===== config.mk =====
export PLATFORM = sky130hd
export DESIGN_NAME = ls_mem_queue
export DESIGN_NICKNAME = d
export VERILOG_FILES = /design/src/rtl/ls_mem_queue.sv
export SDC_FILE = /design/constraint.sdc
export NUM_CORES = 1
export LEC_CHECK = 0
export BUFFER_PORTS_ARGS = -buffer_cell sky130_fd_sc_hd__clkbuf_2
export CAP_MARGIN = 20
export CORE_MARGIN = 4
export CORE_UTILIZATION = 39
export DETAILED_ROUTE_END_ITERATION = 16
export SLEW_MARGIN = 5
export SYNTH_ARGS = -nofsm -noshare
export SYNTH_HDL_FRONTEND = slang
export SYNTH_SLANG_ARGS = --single-unit
export TNS_END_PERCENT = 10

===== constraint.sdc =====
create_clock -name CLK -period 6.1 [get_ports CLK]
set_clock_uncertainty 0.1 [all_clocks]
set_input_delay 0 -clock CLK [delete_from_list [all_inputs] [get_ports CLK]]
set_output_delay 0 -clock CLK [all_outputs]
set_load 0.02 [all_outputs]

===== src/rtl/ls_mem_queue.sv =====
// ls_mem_queue: in-order load/store memory queue.
// Buffers address-unit results in a FIFO and performs one data-memory
// access at a time, in strict program order. Loads are broadcast on the
// CDB and held until granted; stores report completion with st_done/st_id.
`timescale 1ns/1ps
module ls_mem_queue #(
  parameter int DEPTH   = 4,
  parameter int MEM_LAT = 1
) (
  input  logic        CLK,
  input  logic        CLR,
  input  logic        in_valid,
  input  logic [22:0] in_entry,
  input  logic        in_store,
  input  logic [15:0] in_data,
  output logic        in_ack,
  output logic        full,
  output logic [15:0] mem_addr,
  output logic [15:0] mem_wdata,
  output logic        mem_we,
  output logic        mem_re,
  input  logic [15:0] mem_rdata,
  output logic        cdb_req,
  output logic [22:0] cdb_data,
  input  logic        cdb_grant,
  output logic        st_done,
  output logic [3:0]  st_id
);

  localparam int AW = (DEPTH > 1) ? $clog2(DEPTH) : 1;
  localparam int CW = (MEM_LAT > 0) ? $clog2(MEM_LAT + 1) : 1;
  localparam logic [AW:0]   DEPTH_C = (AW + 1)'(DEPTH);
  localparam logic [AW:0]   ZERO_C  = (AW + 1)'(0);
  localparam logic [AW:0]   ONE_C   = (AW + 1)'(1);
  localparam logic [AW-1:0] PTR_INC = AW'(1);
  localparam logic [CW-1:0] LAT_C   = CW'(MEM_LAT);
  localparam logic [CW-1:0] CNT_ONE = CW'(1);
  localparam logic [CW-1:0] CNT_ZERO = CW'(0);

  typedef enum logic [1:0] {
    ST_IDLE  = 2'd0,
    ST_WAIT  = 2'd1,
    ST_BCAST = 2'd2
  } state_t;

  // FIFO storage (payload only; validity is tracked by the count)
  logic [22:0] r_q_entry [DEPTH];
  logic        r_q_store [DEPTH];
  logic [15:0] r_q_data  [DEPTH];

  logic [AW-1:0] r_wr_ptr;
  logic [AW-1:0] r_rd_ptr;
  logic [AW:0]   r_count;
  logic          r_full;
  logic          r_in_ack;

  state_t        r_state;
  logic [CW-1:0] r_cnt;
  logic [15:0]   r_mem_addr;
  logic [15:0]   r_mem_wdata;
  logic          r_mem_we;
  logic          r_mem_re;
  logic          r_cdb_req;
  logic [22:0]   r_cdb_data;
  logic          r_st_done;
  logic [3:0]    r_st_id;

  logic          w_push;
  logic          w_pop;
  logic [AW:0]   w_count_nxt;
  logic [22:0]   w_head_entry;
  logic          w_head_store;
  logic [15:0]   w_head_data;

  state_t        w_state_nxt;
  logic [CW-1:0] w_cnt_nxt;
  logic [15:0]   w_addr_nxt;
  logic [15:0]   w_wdata_nxt;
  logic          w_we_nxt;
  logic          w_re_nxt;
  logic          w_cdb_req_nxt;
  logic [22:0]   w_cdb_data_nxt;
  logic          w_st_done_nxt;
  logic [3:0]    w_st_id_nxt;

  // The in_ack term stops a second push while the producer is still
  // dropping in_valid after seeing the acknowledge.
  assign w_push = in_valid && !r_full && !r_in_ack;

  assign w_head_entry = r_q_entry[r_rd_ptr];
  assign w_head_store = r_q_store[r_rd_ptr];
  assign w_head_data  = r_q_data[r_rd_ptr];

  // Write the incoming entry into the slot at the write pointer
  always_ff @(posedge CLK) begin
    if (w_push) begin
      r_q_entry[r_wr_ptr] <= in_entry;
      r_q_store[r_wr_ptr] <= in_store;
      r_q_data[r_wr_ptr]  <= in_data;
    end
  end

  // Next occupancy: simultaneous push and pop leave it unchanged
  always_comb begin
    w_count_nxt = r_count;
    case ({w_push, w_pop})
      2'b10:   w_count_nxt = r_count + ONE_C;
      2'b01:   w_count_nxt = r_count - ONE_C;
      default: w_count_nxt = r_count;
    endcase
  end

  // Pointer, occupancy, full flag and acknowledge pulse registers
  always_ff @(posedge CLK or posedge CLR) begin
    if (CLR) begin
      r_wr_ptr <= '0;
      r_rd_ptr <= '0;
      r_count  <= ZERO_C;
      r_full   <= 1'b0;
      r_in_ack <= 1'b0;
    end else begin
      r_wr_ptr <= w_push ? (r_wr_ptr + PTR_INC) : r_wr_ptr;
      r_rd_ptr <= w_pop  ? (r_rd_ptr + PTR_INC) : r_rd_ptr;
      r_count  <= w_count_nxt;
      r_full   <= (w_count_nxt == DEPTH_C);
      r_in_ack <= w_push;
    end
  end

  // Access sequencer: next state, next registered outputs and pop request
  always_comb begin
    w_state_nxt    = r_state;
    w_cnt_nxt      = r_cnt;
    w_addr_nxt     = r_mem_addr;
    w_wdata_nxt    = r_mem_wdata;
    w_we_nxt       = 1'b0;
    w_re_nxt       = 1'b0;
    w_cdb_req_nxt  = r_cdb_req;
    w_cdb_data_nxt = r_cdb_data;
    w_st_done_nxt  = 1'b0;
    w_st_id_nxt    = r_st_id;
    w_pop          = 1'b0;
    case (r_state)
      ST_IDLE: begin
        if (r_count != ZERO_C) begin
          w_addr_nxt = w_head_entry[15:0];
          if (w_head_store) begin
            // Stores complete in a single cycle and free their slot at once
            w_wdata_nxt   = w_head_data;
            w_we_nxt      = 1'b1;
            w_st_done_nxt = 1'b1;
            w_st_id_nxt   = w_head_entry[19:16];
            w_pop         = 1'b1;
            w_state_nxt   = ST_IDLE;
          end else begin
            w_re_nxt    = 1'b1;
            w_cnt_nxt   = LAT_C;
            w_state_nxt = ST_WAIT;
          end
        end else begin
          w_state_nxt = ST_IDLE;
        end
      end
      ST_WAIT: begin
        // Counter reaching zero on this edge is the edge where read data is valid
        if (r_cnt <= CNT_ONE) begin
          w_cnt_nxt      = CNT_ZERO;
          w_cdb_data_nxt = {w_head_entry[22:16], mem_rdata};
          w_cdb_req_nxt  = 1'b1;
          w_state_nxt    = ST_BCAST;
        end else begin
          w_cnt_nxt   = r_cnt - CNT_ONE;
          w_state_nxt = ST_WAIT;
        end
      end
      ST_BCAST: begin
        // The load stays at the head until the arbiter takes the result
        if (cdb_grant) begin
          w_cdb_req_nxt = 1'b0;
          w_pop         = 1'b1;
          w_state_nxt   = ST_IDLE;
        end else begin
          w_state_nxt = ST_BCAST;
        end
      end
      default: begin
        w_state_nxt   = ST_IDLE;
        w_cnt_nxt     = CNT_ZERO;
        w_cdb_req_nxt = 1'b0;
      end
    endcase
  end

  // Sequencer state and registered memory / CDB / completion outputs
  always_ff @(posedge CLK or posedge CLR) begin
    if (CLR) begin
      r_state     <= ST_IDLE;
      r_cnt       <= CNT_ZERO;
      r_mem_addr  <= 16'h0000;
      r_mem_wdata <= 16'h0000;
      r_mem_we    <= 1'b0;
      r_mem_re    <= 1'b0;
      r_cdb_req   <= 1'b0;
      r_cdb_data  <= 23'h000000;
      r_st_done   <= 1'b0;
      r_st_id     <= 4'h0;
    end else begin
      r_state     <= w_state_nxt;
      r_cnt       <= w_cnt_nxt;
      r_mem_addr  <= w_addr_nxt;
      r_mem_wdata <= w_wdata_nxt;
      r_mem_we    <= w_we_nxt;
      r_mem_re    <= w_re_nxt;
      r_cdb_req   <= w_cdb_req_nxt;
      r_cdb_data  <= w_cdb_data_nxt;
      r_st_done   <= w_st_done_nxt;
      r_st_id     <= w_st_id_nxt;
    end
  end

  assign in_ack    = r_in_ack;
  assign full      = r_full;
  assign mem_addr  = r_mem_addr;
  assign mem_wdata = r_mem_wdata;
  assign mem_we    = r_mem_we;
  assign mem_re    = r_mem_re;
  assign cdb_req   = r_cdb_req;
  assign cdb_data  = r_cdb_data;
  assign st_done   = r_st_done;
  assign st_id     = r_st_id;

endmodule


==> impl_metrics.ini, run 1 <==
[status]
status = finished, final reports clean

[power_and_ir_drop]
power.total_mw = 5.512
ir_drop_v = 0.0002734
p_per_area_nw_per_um2 = 502.5
p_leak_nw = 4.226

[logic_synthesis]
yosysUniqueCellTypes = 32
synthMuxAreaShare_pct = 18.99
synth_area_leader_cell = edfxtp_1
netlist_instances = 390
synth-seq-area-share_pct = 76.29
yosysWarnings = 0
synth_area_per_cell_um2 = 22.20
syn_area_um2 = 8660
synth_top_family_by_area = multiplexers
synthFlopType = edfxtp_1
synth.area.top_cells = edfxtp_1 (55%), dfrtp_1 (21%), mux4_2 (10%)
synth_edf_count = 160
synthSimpleGateAreaFrac_pct = 1.069
synth_async_sr_flop_share_pct = 31.03
synth_top_area_share_pct = 55.48
yosys_register_bits = 232
synth_nets = 456
synth_compound_area_share_pct = 0.5780
synth_fa_ha_area_share_pct = 0.9536
synthXorXnorAreaFrac_pct = 0.6068

[timing]
hold_viol = 0
finalSetupViolCount = 0
drv_slew = 0
fmax_mhz = 286.1
finalCritPeriodShare_pct = 57.31
period_minus_slack_ns = 3.496
worst_pin_slew_ns = 0.9990
relSlewSlack_pct = 33.40
setup_tns_ns = 0
rsz0062_at_grt = no

[clock_tree]
cts.clk_slew.worst_paths_ns = 0.06
clock_latency_ns = 0.50
cts.sinks = 232
cts-root-buf = clkbuf_16
cts_htree_levels = 1
cts_buffer_depth = 3
numCtsBuffers = 25
cts_tree = done

[critical_path]
crit_buf_inv = 0
crit_required_ns = 6.41
cp.depth = 7
crit_type = reg2reg
cpPeakStageDelay_ns = 1.05
cp_slowest_cell = or4b_2
reg2reg_depth = 7
endpoint_kind = flop
crit_fanout = 23
path_cells = mux4_2 > or4b_2 > a21oi_2 > ha_1 > fa_1 > mux2_2 > nor3b_1
cp_data_arrival_time_ns = 3.81
critPathLaunch = r_rd_ptr[0]$_DFFE_PP0P_
r2r_start = r_rd_ptr[0]$_DFFE_PP0P_
cp-start-kind = flop
path_delay_family = simple AND/OR/NAND/NOR gates

[layout]
final_area_um2 = 10970
area_growth_syn_to_layout_pct = 26.67
multiInputGateArea_um2 = 1929
ff_latch_area_um2 = 6611
drive_gt1_share_pct = 45.98
final_nets = 657
fillers = 1788

[placed_design]
placed_cell_area_um2 = 9592
dp_hpwl_um = 9378
gp_congestion = 0.7099
place.port_buffers = 124

[die]
io_pins = 125
die_y_um = 157.0
dieArea_um2 = 24650
start_util_pct = 39.68
coreArea_um2 = 21820
row_count = 54
die_w_um = 157.0

[routing]
antenna_left = 0
route.vias.total = 4273
wirelength_um = 16450
drt-initial-drc-count = 177
drcViolationCount = 0
wl_per_cell_um = 18.49
via_per_inst = 4.801
drt_first_pass_iters = 4

[flow_run]
cap_violations = 0

[global_routing]
antenna_found_initial = 1
grt_max_degree = 73
overflow = 0
grt_pass1_vias = 4695
grt_pass1_wl_um = 25520
grt_use_total_pct = 13.29

[hold_path]
hp-class = in2async
layout by cell type (no fill, tap or decap), types with 2 or more instances in the layout:
cell type / Yosys / final
edfxtp_1: 160 / 160
clkbuf_2: 0 / 124
dfrtp_1: 72 / 70
dlygate4sd3_1: 0 / 59
mux2_2: 40 / 40
mux4_2: 40 / 40
clkbuf_16: 0 / 25
mux2_4: 18 / 18
buf_4: 2 / 8
clkinv_2: 0 / 7
clkbuf_1: 8 / 6
ha_1: 5 / 5
and2_2: 0 / 4
clkbuf_8: 0 / 4
xor2_1: 3 / 3
inv_1: 4 / 3
nor2_1: 3 / 3
xnor2_1: 3 / 3
clkinv_1: 0 / 3
o21ai_0: 2 / 2
nand2_1: 2 / 2
nor3b_1: 2 / 2
mux2_1: 2 / 2
kinds of logic (layout without fill, tap and decap cells):
logic type               count (synthesis)  in the layout
adder cells (fa/ha/maj)                  6              6
XOR/XNOR                                 6              6
AND/OR/NAND/NOR                         16             16
flip-flops                             232            232
AO/OA/AOI/OAI                            6              6
buffers and inverters                   24            243
other                                    0              1
multiplexers                           100            100
worst min-delay path: cells and delay by family:
family   cells  cell delay (ns)
buf+inv      4             1.03
sequential cells by signal, indices dropped and copies added, names as in the netlist, 2 cells and up:
register,flops
r_q_entry,92
r_wr_ptr,2
r_count,3
mem_wdata,16
st_id,4
mem_addr,16
r_q_data,64
r_rd_ptr,2
r_q_store,4
cdb_data,23
cells in the mapped netlist, types with 3 or more instances:
library cell and instances:
xnor2_1 3, buf_2 3, mux2_2 40, buf_1 3
edfxtp_1 160, and2_1 4, mux2_4 18, xor2_1 3
nor2_1 3, ha_1 5, inv_1 4, clkbuf_1 8
mux4_2 40, dfrtp_1 72
where the power goes:
group	internal, mW	total (mW)	switching, mW
registers	2.11	2.30	0.181
clock network	0.799	1.36	0.563
logic	0.893	1.86	0.962
total	3.81	5.51	1.71
final timing paths:
kind	to	slack [ns]
min reg2reg	in_ack$_DFF_PP0_	0.35
min	mem_wdata[5]$_DFFE_PP0P_	0.02
max in group asynchronous	r_rd_ptr[0]$_DFFE_PP0P_	5.28
max	full$_DFF_PP0_	2.60
max reg2reg	full$_DFF_PP0_	2.60
min in group CLK	r_q_entry[3][6]$_DFFE_PP_	0.15
layer usage:
layer  global-route usage (%)  routed length, um
met5                        0                  0
met4                    3.073                310
met3                    3.107                991
met2                    24.00               8469
met1                    16.28               6683
through the flow:
step | hold WS, ns | utilization, % | instances | setup slack, ns
3_5_place_dp | 0.1208 | 43.95 | 783 | 2.596
5_1_grt | 0.04719 | 50.25 | 889 | 2.431
2_1_floorplan | -0.001131 | - | 390 | 3.330
3_3_place_gp | 0.1121 | 43.95 | 783 | 2.673
4_1_cts | 0.1283 | 50.10 | 887 | 2.584
6_report | 0.01667 | 50.26 | 890 | 2.604
final cells by class:
type,instances,share of cell area (%)
Antenna cell,1,0.02281
Inverter,5,0.1825
Timing Repair Buffer,193,11.89
Clock buffer,35,6.410
Sequential cell,232,60.27
Tap cell,280,3.194
Multi-Input combinational cell,134,17.59
Clock inverter,10,0.4448
what timing repair did:
| item | CTS | global route |
|---|---|---|
| setup buffers | 0 | 0 |
| gates resized for setup | 0 | 0 |
| endpoints found under the hold margin | 255 | 0 |
| hold buffers | 59 | 0 |
Power figures use the tool's default switching activity.
==> inputs of run 2 (changes only) <==
- clock period: 6.1 -> 3.15 ns (I/O delays scaled with it)
==> run 2 against run 1 <==
  * Sequential power increased by 93%
  * Sequential share of layout area fell by 0.81 points
  * Maximum frequency grew 16%
  * Routed wire length grew 1.4%
  * Via count grew 1.6%
  * Register-to-register slack worse by 2.5 ns
  * Clock power is 120% higher
  * Non-clock buffer count is 1 higher
==> impl_metrics.ini, run 2 (synthesized netlist as in run 1, its figures left out) <==
[die]
coreArea_um2 = 21820
start_util_pct = 39.68
die_y_um = 157.0
die_w_um = 157.0
row_count = 54
dieArea_um2 = 24650
io_pins = 125

[clock_tree]
cts_buffer_depth = 3
post_cts_resized = 0
cts-root-buf = clkbuf_16
cts.sinks = 232
clock_latency_ns = 0.51
numCtsBuffers = 26
cts_setup_buffers = 0
cts.clk_slew.worst_paths_ns = 0.06
cts_htree_levels = 1
cts_tree = done
postCtsHoldBufs = 59

[timing]
finalSetupViolCount = 0
finalCritPeriodShare_pct = 95.35
worst_pin_slew_ns = 0.8580
fmax_mhz = 333.0
hold_slack_ns = 0.05469
setup_tns_ns = 0
relSlewSlack_pct = 42.80
drv_slew = 0
rsz0062_at_grt = no
hold_viol = 0
period_minus_slack_ns = 3.003

[placed_design]
placed_cell_area_um2 = 9677
place.port_buffers = 124
dp_hpwl_um = 10000
gp_congestion = 0.7098
place_inst = 786

[global_routing]
grt_max_degree = 42
grt_use_total_pct = 13.56
grt_pass1_vias = 4598
antenna_found_initial = 0
overflow = 0
grt_pass1_wl_um = 25760

[critical_path]
critPathLaunch = r_rd_ptr[0]$_DFFE_PP0P_
reg2reg_depth = 7
reg2reg_setup_slack_ns = 0.15
cp-start-kind = flop
crit_required_ns = 3.46
crit_type = reg2reg
setup.worst_path.end = full$_DFF_PP0_
worst_r2r_endpoint = full$_DFF_PP0_
cp_data_arrival_time_ns = 3.31
crit_fanout = 2
r2r_start = r_rd_ptr[0]$_DFFE_PP0P_
endpoint_kind = flop

[routing]
antenna_left = 0
via_per_inst = 4.860
drcViolationCount = 0
drt-initial-drc-count = 187
wirelength_um = 16690
route.vias.total = 4340
drt_first_pass_iters = 4
wl_per_cell_um = 18.68

[hold_path]
hp-class = in2async

[layout]
drive_gt1_share_pct = 46.17
layout_commonest_cell = edfxtp_1
final_nets = 659
ff_latch_area_um2 = 6611
final_area_um2 = 11120
layout_common_cells = edfxtp_1 (160), clkbuf_2 (124), dfrtp_1 (70)
multiInputGateArea_um2 = 1929
area_growth_syn_to_layout_pct = 28.39
largest_reg_flops = 92
fillers = 1765
top_register = r_q_entry
finalNonFillerCells = 893
diodes = 0

[status]
status = finished, final reports clean

[power_and_ir_drop]
ir_drop_v = 0.0004898
p_leak_nw = 4.287
p_per_area_nw_per_um2 = 991.3
power.total_mw = 11.02

[flow_run]
cap_violations = 0
## run 2: critical path, stage by stage (launching register included)
cell     delay, ns
dfrtp_4       0.48
mux4_2        0.35
or4b_2        0.62
a21oi_2       0.21
ha_1          0.23
fa_1          0.43
mux2_2        0.28
nor3b_1       0.21
## run 2: area by class of cell
type                       count  share of cell area, %
clock buffer                  40                  6.786
clock inverter                 8                 0.8665
inverter                       5                 0.1801
multi-input combinational    134                  17.35
sequential                   232                  59.46
tap                          280                  3.151
timing repair buffer         194                  12.20
## run 2: per-layer routing
metal  routed length [um]  global-route usage (%)  part of all wire [%]  up-vias
li1                     -                       -                     -     1942
met5                    0                       0                     0        -
met1                 6869                   17.21                    41     2260
met3                  961                   2.722                   5.8       27
met4                  380                   3.892                   2.3        0
met2                 8474                   23.79                    51      111
## run 2: power breakdown
group	switching [mW]	total (mW)	internal [mW]
Combinational	1.89	3.65	1.76
Sequential	0.340	4.43	4.09
Clock	1.12	2.94	1.81
## run 2: worst min-delay path by stage
stage / startpoint / to / slack (ns) / cells past startpoint
global placement: CLR / mem_wdata[5]$_DFFE_PP0P_ / 0.06 / 2
finish: CLR / mem_wdata[6]$_DFFE_PP0P_ / 0.05 / 3
floorplan: in_data[0] / r_q_data[0][0]$_DFFE_PP_ / -0.001 / 0
CTS: CLR / mem_wdata[4]$_DFFE_PP0P_ / 0.07 / 3
global route: CLR / mem_wdata[6]$_DFFE_PP0P_ / 0.13 / 3
detailed placement: CLR / mem_wdata[6]$_DFFE_PP0P_ / 0.07 / 2
## run 2: metrics by stage
step                      worst slack, ns  utilization, %
after CTS                          0.1436           50.95
after detailed placement           0.1608           44.34
after floorplan                    0.3798               -
final                              0.1466           50.95
after global routing              0.06076           50.95
after global placement             0.2968           44.34
==> inputs of run 3 (changes only) <==
- ABC_AREA: not set -> 1
- HOLD_SLACK_MARGIN: not set -> 0.05
- clock period: 3.15 -> 3.3 ns (I/O delays scaled with it)
==> run 3 against run 2 <==
  * Synthesized cell count grew 83%
  * Routed wire length increased by 19%
  * Critical path type unchanged
  * Highest routed layer unchanged
  * Clock-buffer cell count fell by 5
==> impl_metrics.ini, run 3 <==
[status]
status = finished, final reports clean

[global_routing]
met1_usage_pct = 22.60
overflow = 0
grt_use_total_pct = 15.68
grt_max_degree = 80
top_usage_layer = met2
grt_pass1_vias = 5780
use_met2_pct = 25.15
met3_usage_pct = 2.488
antenna_found_initial = 0
grt_pass1_wl_um = 31080

[hold_path]
hp-class = in2reg

[clock_tree]
cts_setup_buffers = 0
cts_buffer_depth = 3
cts.clk_slew.worst_paths_ns = 0.06
numCtsBuffers = 24
cts-root-buf = clkbuf_16
cts_htree_levels = 1
clock_latency_ns = 0.51
cts_tree = done
cts.sinks = 232

[logic_synthesis]
synth-seq-area-share_pct = 75.16
synth_area_leader_cell = edfxtp_1
synth_common_cells = nand2_1 (182), edfxtp_1 (160), nor2_1 (97), o21ai_0 (80), dfrtp_1 (72)
synthFlopType = edfxtp_1
synth_top_area_share_pct = 54.66
syn_area_um2 = 8790
synth_area_per_cell_um2 = 12.33
yosysWarnings = 0
yosys_register_bits = 232
synth.area.top_cells = edfxtp_1 (55%), dfrtp_1 (20%), nand2_1 (7.8%)
netlist_instances = 713
synth_edf_count = 160
synth_async_sr_flop_share_pct = 31.03
yosysUniqueCellTypes = 29
synth.most_common_cell = nand2_1
synth_nets = 779

[timing]
worst_pin_slew_ns = 0.8249
finalSetupViolCount = 0
setup_tns_ns = 0
hold_slack_ns = 0.1336
period_minus_slack_ns = 2.583
fmax_mhz = 387.1
relSlewSlack_pct = 45.01
hold_viol = 0
drv_slew = 0
finalCritPeriodShare_pct = 78.28
rsz0062_at_grt = no

[placed_design]
place.port_buffers = 124
place_inst = 1093
dp_hpwl_um = 11940
gp_congestion = 0.7384

[critical_path]
crit_required_ns = 3.60
crit_type = reg2reg
cp-start-kind = flop
endpoint_kind = flop
cp_data_arrival_time_ns = 2.88
crit_fanout = 24

[layout]
finalNonFillerCells = 1195
top_register = r_q_entry
final_nets = 964
drive_gt1_share_pct = 20.33
multiInputGateArea_um2 = 1947
area_growth_syn_to_layout_pct = 26.11
fillers = 1954
layout_common_cells = nand2_1 (182), edfxtp_1 (160), clkbuf_2 (124)
ff_latch_area_um2 = 6609
largest_reg_flops = 92
layout_commonest_cell = nand2_1
diodes = 0

[routing]
antenna_left = 0
wirelength_um = 19800
drcViolationCount = 0
via_per_inst = 4.804
drt-initial-drc-count = 360
wl_per_cell_um = 16.56
drt_first_pass_iters = 4
route.vias.total = 5741

[die]
dieArea_um2 = 25000
io_pins = 125
row_count = 54
die_y_um = 158.1
coreArea_um2 = 22030
die_w_um = 158.1
start_util_pct = 39.91

[power_and_ir_drop]
p_leak_nw = 4.570
p_per_area_nw_per_um2 = 936.5
ir_drop_v = 0.0004955

[flow_run]
cap_violations = 0
## run 3: worst max-delay path, cell delays in order, from the launching register on
cell,delay [ns]
dfrtp_2,0.51
inv_2,0.09
nand3_1,0.14
nand3_4,0.33
nand2_1,0.15
ha_1,0.25
fa_1,0.40
a21oi_1,0.16
nand2_1,0.08
xnor2_1,0.14
and2_1,0.14
## run 3: metal layers
layer | wire [um] | vias to the layer above
li1 | - | 2820
met1 | 9107 | 2773
met2 | 9361 | 123
met3 | 979 | 25
met4 | 345 | 0
met5 | 0 | -
## run 3: through the flow
stage          worst slack [ns]  power [mW]  util (%)  cell area [um2]
2_1_floorplan           0.07470       6.721         -             8790
3_3_place_gp             0.7712       7.846     44.30             9757
3_5_place_dp             0.7104       7.903     44.30             9757
4_1_cts                  0.6981       10.52     50.32            11080
5_1_grt                  0.6024       11.08     50.32            11080
6_report                 0.7168       10.38     50.32            11080
## run 3: final timing paths
check                      depth (start not counted)                     from  slack (ns)                 endpoint
setup reg to reg                                  10  r_rd_ptr[1]$_DFFE_PP0P_        0.72           full$_DFF_PP0_
min in group asynchronous                          4                      CLR        0.38     st_id[1]$_DFFE_PP0P_
setup / recovery                                  10  r_rd_ptr[1]$_DFFE_PP0P_        0.72           full$_DFF_PP0_
hold / removal                                     4             mem_rdata[8]        0.13  cdb_data[8]$_DFFE_PP0P_
max in group asynchronous                          5                      CLR        2.01  r_rd_ptr[1]$_DFFE_PP0P_
hold reg to reg                                    2  cdb_data[5]$_DFFE_PP0P_        0.37  cdb_data[5]$_DFFE_PP0P_
## run 3: logic make-up after synthesis
kind of cell | after synthesis | synth area share [%]
XOR/XNOR | 4 | 0.3986
AND/OR/NAND/NOR | 290 | 12.74
buffers and inverters | 58 | 3.060
AO/OA/AOI/OAI | 123 | 7.701
adder cells (fa/ha/maj) | 6 | 0.9395
flip-flops | 232 | 75.16
## run 3: power by group
| group | switching [mW] | internal, mW |
|---|---|---|
| sequential | 0.317 | 3.88 |
| clock | 1.07 | 1.47 |
| combinational | 2.52 | 1.13 |
| total | 3.90 | 6.48 |
## run 3: final cells by class
class                   instances  share of cell area, %
flip-flops and latches        232                  59.62
well taps                     280                  3.161
multi-input cells             423                  17.56
inverters                      21                 0.7450
clock buffers                  35                  5.971
clock inverters                 8                 0.6773
repair buffers                196                  12.26
## run 3: repair_timing
action / 4_1_cts / 5_1_grt
gates resized for setup: 0 / 0
hold buffers: 59 / 0
endpoints found under the hold margin: 252 / 0
